<file path="config.mk">
export PLATFORM = sky130hd
export DESIGN_NAME = imem_ctrl
export DESIGN_NICKNAME = d
export VERILOG_FILES = /design/src/rtl/imem_ctrl_pkg.sv /design/src/rtl/imem_rr_arb.sv /design/src/rtl/imem_ctrl.sv
export SDC_FILE = /design/constraint.sdc
export NUM_CORES = 1
export LEC_CHECK = 0
export ABC_AREA = 1
export CAP_MARGIN = 20
export CORE_MARGIN = 2
export CORE_UTILIZATION = 30
export CTS_BUF_LIST = sky130_fd_sc_hd__clkbuf_2 sky130_fd_sc_hd__clkbuf_4 sky130_fd_sc_hd__clkbuf_8
export DETAILED_ROUTE_END_ITERATION = 7
export HOLD_SLACK_MARGIN = 0.05
export SETUP_SLACK_MARGIN = 0.5
export SYNTH_ARGS = -nofsm -noshare
export SYNTH_HDL_FRONTEND = slang
export SYNTH_SLANG_ARGS = --single-unit
</file>
<file path="constraint.sdc">
create_clock -name clk -period 2 [get_ports clk]
set_input_delay 0.4 -clock clk [delete_from_list [all_inputs] [get_ports clk]]
set_output_delay 0.4 -clock clk [all_outputs]
set_load 0.02 [all_outputs]
</file>
<file path="src/rtl/imem_ctrl_pkg.sv">
// Shared types and helpers for the instruction memory sequencing controller.
// Byte order of assembled fetches is selected by IMEM_LITTLE_ENDIAN_EN.
package imem_ctrl_pkg;

   localparam int unsigned BEATS  = 4;
   localparam int unsigned BEAT_W = 2;

   typedef enum logic [2:0] {
      StIdle,
      StRd,
      StRdTail,
      StRdDone,
      StWr,
      StWrDone
   } state_e;

   typedef enum logic {
      FETCH,
      LOAD
   } grant_e;

   // Byte lane of fetch_instr that receives the byte read on a given beat.
   function automatic logic [BEAT_W-1:0] byte_lane(input logic [BEAT_W-1:0] beat);
`ifdef IMEM_LITTLE_ENDIAN_EN
      return beat;
`else
      return 2'd3 - beat;
`endif
   endfunction

endpackage

</file>
<file path="src/rtl/imem_rr_arb.sv">
// Two-way round-robin arbiter between the fetch path and the program loader.
// last_grant only moves when the controller actually takes a grant in IDLE.
module imem_rr_arb
   import imem_ctrl_pkg::*;
(
   input  logic   clk,
   input  logic   rst_n,
   input  logic   fetch_req,
   input  logic   ld_req,
   input  logic   idle,
   output logic   grant_valid,
   output grant_e grant
);

   grant_e last_grant_q;

   always_comb begin
      grant_valid = fetch_req | ld_req;
      grant       = FETCH;
      if (fetch_req && ld_req) begin
         grant = (last_grant_q == FETCH) ? LOAD : FETCH;
      end else if (ld_req) begin
         grant = LOAD;
      end
   end

   always_ff @(posedge clk or negedge rst_n) begin
      if (!rst_n) begin
         last_grant_q <= FETCH;
      end else if (idle && grant_valid) begin
         last_grant_q <= grant;
      end
   end

endmodule

</file>
<file path="src/rtl/imem_ctrl.sv">
// Shares one byte-wide memory port between 4-beat instruction fetches and loader byte writes.
// Fetch byte order: big-endian by default, RISC-V order with IMEM_LITTLE_ENDIAN_EN defined.
module imem_ctrl
   import imem_ctrl_pkg::*;
#(
   parameter int unsigned ADDR_W = 32
) (
   input  logic              clk,
   input  logic              rst_n,
   input  logic              fetch_req,
   input  logic [ADDR_W-1:0] fetch_addr,
   output logic              fetch_ack,
   output logic [31:0]       fetch_instr,
   input  logic              ld_req,
   input  logic [ADDR_W-1:0] ld_addr,
   input  logic [7:0]        ld_byte,
   output logic              ld_ack,
   output logic [ADDR_W-1:0] mem_addr,
   output logic              mem_we,
   output logic [7:0]        mem_wdata,
   input  logic [7:0]        mem_rdata,
   output logic              busy
);

   state_e              state_q;
   logic [BEAT_W-1:0]   beat_q;
   logic [ADDR_W-1:0]   addr_q;
   logic [7:0]          wdata_q;
   logic [31:0]         buf_q;
   logic [31:0]         instr_q;
   logic [31:0]         tail_word;
   logic                fetch_ack_q;
   logic                ld_ack_q;
   logic                idle;
   logic                grant_valid;
   grant_e              grant;

   assign idle = (state_q == StIdle);

   imem_rr_arb u_arb (
      .clk         (clk),
      .rst_n       (rst_n),
      .fetch_req   (fetch_req),
      .ld_req      (ld_req),
      .idle        (idle),
      .grant_valid (grant_valid),
      .grant       (grant)
   );

   // Beat 3 arrives during RD_TAIL; merge it straight into the word handed to fetch_instr.
   always_comb begin
      tail_word = buf_q;
      tail_word[{byte_lane(2'd3), 3'b000} +: 8] = mem_rdata;
   end

   always_ff @(posedge clk or negedge rst_n) begin
      if (!rst_n) begin
         state_q     <= StIdle;
         beat_q      <= '0;
         addr_q      <= '0;
         wdata_q     <= '0;
         buf_q       <= '0;
         instr_q     <= '0;
         fetch_ack_q <= 1'b0;
         ld_ack_q    <= 1'b0;
      end else begin
         fetch_ack_q <= 1'b0;
         ld_ack_q    <= 1'b0;
         unique case (state_q)
            StIdle: begin
               if (grant_valid) begin
                  beat_q <= '0;
                  if (grant == LOAD) begin
                     addr_q  <= ld_addr;
                     wdata_q <= ld_byte;
                     state_q <= StWr;
                  end else begin
                     addr_q  <= fetch_addr;
                     state_q <= StRd;
                  end
               end
            end
            StRd: begin
               // Read data lags the address by one cycle, so beat k lands during beat k+1.
               if (beat_q != '0) begin
                  buf_q[{byte_lane(beat_q - 2'd1), 3'b000} +: 8] <= mem_rdata;
               end
               beat_q <= beat_q + 2'd1;
               if (beat_q == 2'(BEATS - 1)) begin
                  state_q <= StRdTail;
               end
            end
            StRdTail: begin
               instr_q     <= tail_word;
               fetch_ack_q <= 1'b1;
               state_q     <= StRdDone;
            end
            StRdDone: begin
               state_q <= StIdle;
            end
            StWr: begin
               ld_ack_q <= 1'b1;
               state_q  <= StWrDone;
            end
            StWrDone: begin
               state_q <= StIdle;
            end
            default: begin
               state_q <= StIdle;
            end
         endcase
      end
   end

   // Memory port decoded from state and beat only, never from the request inputs.
   always_comb begin
      mem_addr  = '0;
      mem_we    = 1'b0;
      mem_wdata = '0;
      if (state_q == StRd) begin
         mem_addr = addr_q + ADDR_W'(beat_q);
      end else if (state_q == StWr) begin
         mem_addr  = addr_q;
         mem_we    = 1'b1;
         mem_wdata = wdata_q;
      end
   end

   assign fetch_ack   = fetch_ack_q;
   assign ld_ack      = ld_ack_q;
   assign fetch_instr = instr_q;
   assign busy        = !idle;

endmodule

</file>
==> impl_metrics.py <==
metrics = {
    "finish": {
        "fin_nets": 1136,
        "layout-drive-gt1-share_pct": 41.2,
        "fin_cells": 1283,
        "multi_input_area_mm2": 0.00351,
        "design_area_mm2": 0.00998,
        "diodes": 0,
        "final_util_pct": 53.4,
        "nFillCells": 1748,
        "seq_area_mm2": 0.00260,
        "area_growth_pct": 74.9,
    },
    "drt": {
        "routed_wl_um": 20900,
        "drc": 0,
        "drtIter0Drc": 403,
        "wl_per_cell_um": 16.3,
        "top_layer_used": "met4",
        "m1WireLength_um": 9270,
        "dr_wl_met2_um": 10300,
        "vias": 6150,
        "vias_per_cell": 4.79,
        "dr_wl_met3_um": 993,
        "ant_nets": 0,
        "drt_first_pass_iters": 5,
    },
    "clocking": {
        "cts_tree": "yes",
        "clkTransAtPathRegs_ns": 0.11,
        "clock_path_buffers": 2,
        "cts_made_buffers": 9,
        "insertion_delay_ns": 0.40,
        "cts.sinks": 104,
        "cts-htree-levels": 3,
        "cts_root_buf": "clkbuf_8",
    },
    "global_route": {
        "grt_max_degree": 47,
        "first_global_vias": 5923,
        "grt_pass1_wl_um": 31100,
        "grt_usage_pct": 19.9,
        "grt-ovfl-total": 0,
        "antenna_found_initial": 0,
    },
    "logic_synthesis": {
        "synth_area_leaders": "dfrtp_1, nand2_1, o21ai_0",
        "synth_cell_types": 31,
        "synthDominantCellAreaShare_pct": 45.6,
        "syn-num-nets": 858,
        "syn_avg_cell_area_um2": 7.44,
        "postSynthCellCount": 767,
        "synth_top_area_cell": "dfrtp_1",
        "synth.ff_latch_count": 104,
        "yosys_warnings": 0,
        "syn_area_mm2": 0.00571,
        "ys_seq_area_share_pct": 45.6,
    },
    "placement": {
        "dpl_cell_area_mm2": 0.00827,
        "io_buffers": 159,
        "place.gp.congestion": 0.919,
        "dp.cells": 1206,
        "place_hpwl_um": 14200,
    },
    "timing": {
        "maxSlewViolCount": 0,
        "holdWs_ns": 0.480,
        "fmax_ghz": 0.362,
        "fin_crit_ns": 2.76,
        "setup_viol": 32,
        "final.period_utilization_pct": 138,
        "worst_clock_skew_ns": 0.0137,
        "grt_setup_unrepaired": "yes",
        "finalHoldViolations": 0,
        "relSlewSlack_pct": 65.5,
        "tns_ns": -18.58,
        "worst_pin_slew_ns": 0.516,
        "finalWorstSetupSlack_ns": -0.762,
    },
    "floorplan": {
        "core_mm2": 0.0187,
        "rows": 50,
        "start_util_pct": 30.5,
        "dieArea_mm2": 0.0201,
        "fp.dieH_um": 142,
        "die_w_um": 142,
        "ioPinCount": 160,
    },
    "power": {
        "combPwrFrac_pct": 66.9,
        "p_per_area_mw_per_mm2": 1540,
        "power.switching_mw": 7.08,
        "p_clk_share_pct": 8.4,
        "switching_share_pct": 45.9,
        "seqPwrFrac_pct": 24.6,
        "power_leakage_nw": 4.57,
        "p_int_mw": 8.34,
        "vdd_drop_max_v": 0.000705,
    },
    "setup_path": {
        "crit_required_ns": 1.60,
        "end_kind": "output port",
        "worstPathArrival_ns": 2.36,
        "path_class": "flop to output port",
        "crit_fanout": 5,
        "start_kind": "flop",
    },
    "hold_path": {
        "hold_path_class": "flop to flop",
    },
    "run_status": {
        "status": "finished, violations left",
        "failed_checks": "negative setup slack",
    },
    "job": {
        "maxCapViolCount": 0,
    },
}
path summary, 6_finish.rpt:
check	startpoint	endpoint	slack, ns	depth (start not counted)
worst max register to register	beat_q[0]$_DFFE_PN0P_	buf_q[15]$_DFFE_PN0P_	0.21	8
worst min register to register	u_arb.last_grant_q$_DFFE_PN0P_	u_arb.last_grant_q$_DFFE_PN0P_	0.48	2
worst max-delay path	addr_q[0]$_DFFE_PN0P_	mem_addr[22]	-0.76	11
min in group asynchronous	rst_n	fetch_instr[17]$_DFFE_PN0P_	0.51	2
worst min-delay path	u_arb.last_grant_q$_DFFE_PN0P_	u_arb.last_grant_q$_DFFE_PN0P_	0.48	2
max in group asynchronous	rst_n	wdata_q[5]$_DFFE_PN0P_	0.89	3
placed cells by master (no fill, tap or decap), types with 29 or more instances in the layout:
| cell | instances |
|---|---|
| dfrtp_1 | 104 |
| buf_4 | 92 |
| o21ai_1 | 36 |
| nand2_2 | 29 |
| o21ai_2 | 52 |
| nand2_1 | 141 |
| buf_6 | 50 |
| nor2_1 | 89 |
| inv_1 | 81 |
| clkdlybuf4s50_1 | 82 |
worst max-delay path, cell delays in order, from the launching register on:
cell and delay [ns]:
dfrtp_1 0.39, ha_2 0.22, inv_2 0.04, fa_2 0.37, nor2_4 0.21, nand2_2 0.12
nor2_4 0.19, nand2_1 0.08, nand2_1 0.07, nand3_2 0.06, o21ai_2 0.07, buf_6 0.14
per-stage QoR:
step | total power [mW] | setup slack [ns]
floorplan | 7.89 | -0.119
global placement | 11.4 | -0.711
detailed placement | 11.4 | -0.742
CTS | 14.1 | -0.672
global route | 16.4 | -0.877
finish | 15.4 | -0.762
routing by layer:
| metal | track usage [%] | vias to the layer above |
|---|---|---|
| li1 | - | 3047 |
| met1 | 27.1 | 2931 |
| met2 | 32.5 | 149 |
| met3 | 3.41 | 23 |
| met4 | 6.26 | 0 |
| met5 | 0 | - |
Yosys cell counts, drive strengths merged:
library cell	instances
nand2	191
o21ai	116
nor2	114
dfrtp	104
inv	98
nand3	51
o22ai	32
buf	18
a21oi	16
clkbuf	11
ha	6
nand4	3
xor2	2
a211oi	1
a22oi	1
fa	1
nor3	1
o21a	1
power by group through the flow:
stage | sequential, mW | combinational [mW] | clock [mW]
after floorplan | 4.12 | 3.76 | 0
after CTS | 3.76 | 9.01 | 1.33
final | 3.80 | 10.3 | 1.30
after detailed placement | 3.76 | 7.68 | 0
after global placement | 3.75 | 7.61 | 0
after global routing | 3.92 | 11.1 | 1.41
repair_timing:
action / 4_1_cts / 5_1_grt
hold buffers: 1 / 0
resized for setup: 454 / 149
cloned: 9 / 6
endpoints found under the setup margin: 139 / 155
setup buffers: 25 / 21
pin swaps: 44 / 30
endpoints found under the hold margin: 34 / 0
sequential cells by signal, indices dropped and copies added (netlist names):
signal	count
beat_q	2
ld_ack	1
addr_q	32
fetch_ack	1
wdata_q	8
buf_q	24
u_arb.last_grant_q	1
fetch_instr	32
state_q	3
logic make-up (layout without fill, tap and decap cells):
kind of cell / count (synthesis) / count (layout) / synth area share [%]
AOI/OAI and AO/OA: 167 / 167 / 15.5
adders and majority gates: 7 / 7 / 1.67
xor gates and xnor gates: 2 / 2 / 0.307
and+or+nand+nor: 360 / 363 / 27.5
DFF: 104 / 104 / 45.6
buffers and inverters: 127 / 406 / 9.47
area by class of cell:
type                       count  share of cell area (%)
clock buffer                   9                    1.24
clock inverter                 6                   0.514
inverter                      98                    4.09
multi-input combinational    539                    35.2
sequential                   104                    26.1
tap                          234                    2.93
timing repair buffer         292                    29.9
timing repair inverter         1                  0.0627
No activity file was read; power rests on OpenSTA's default activity.
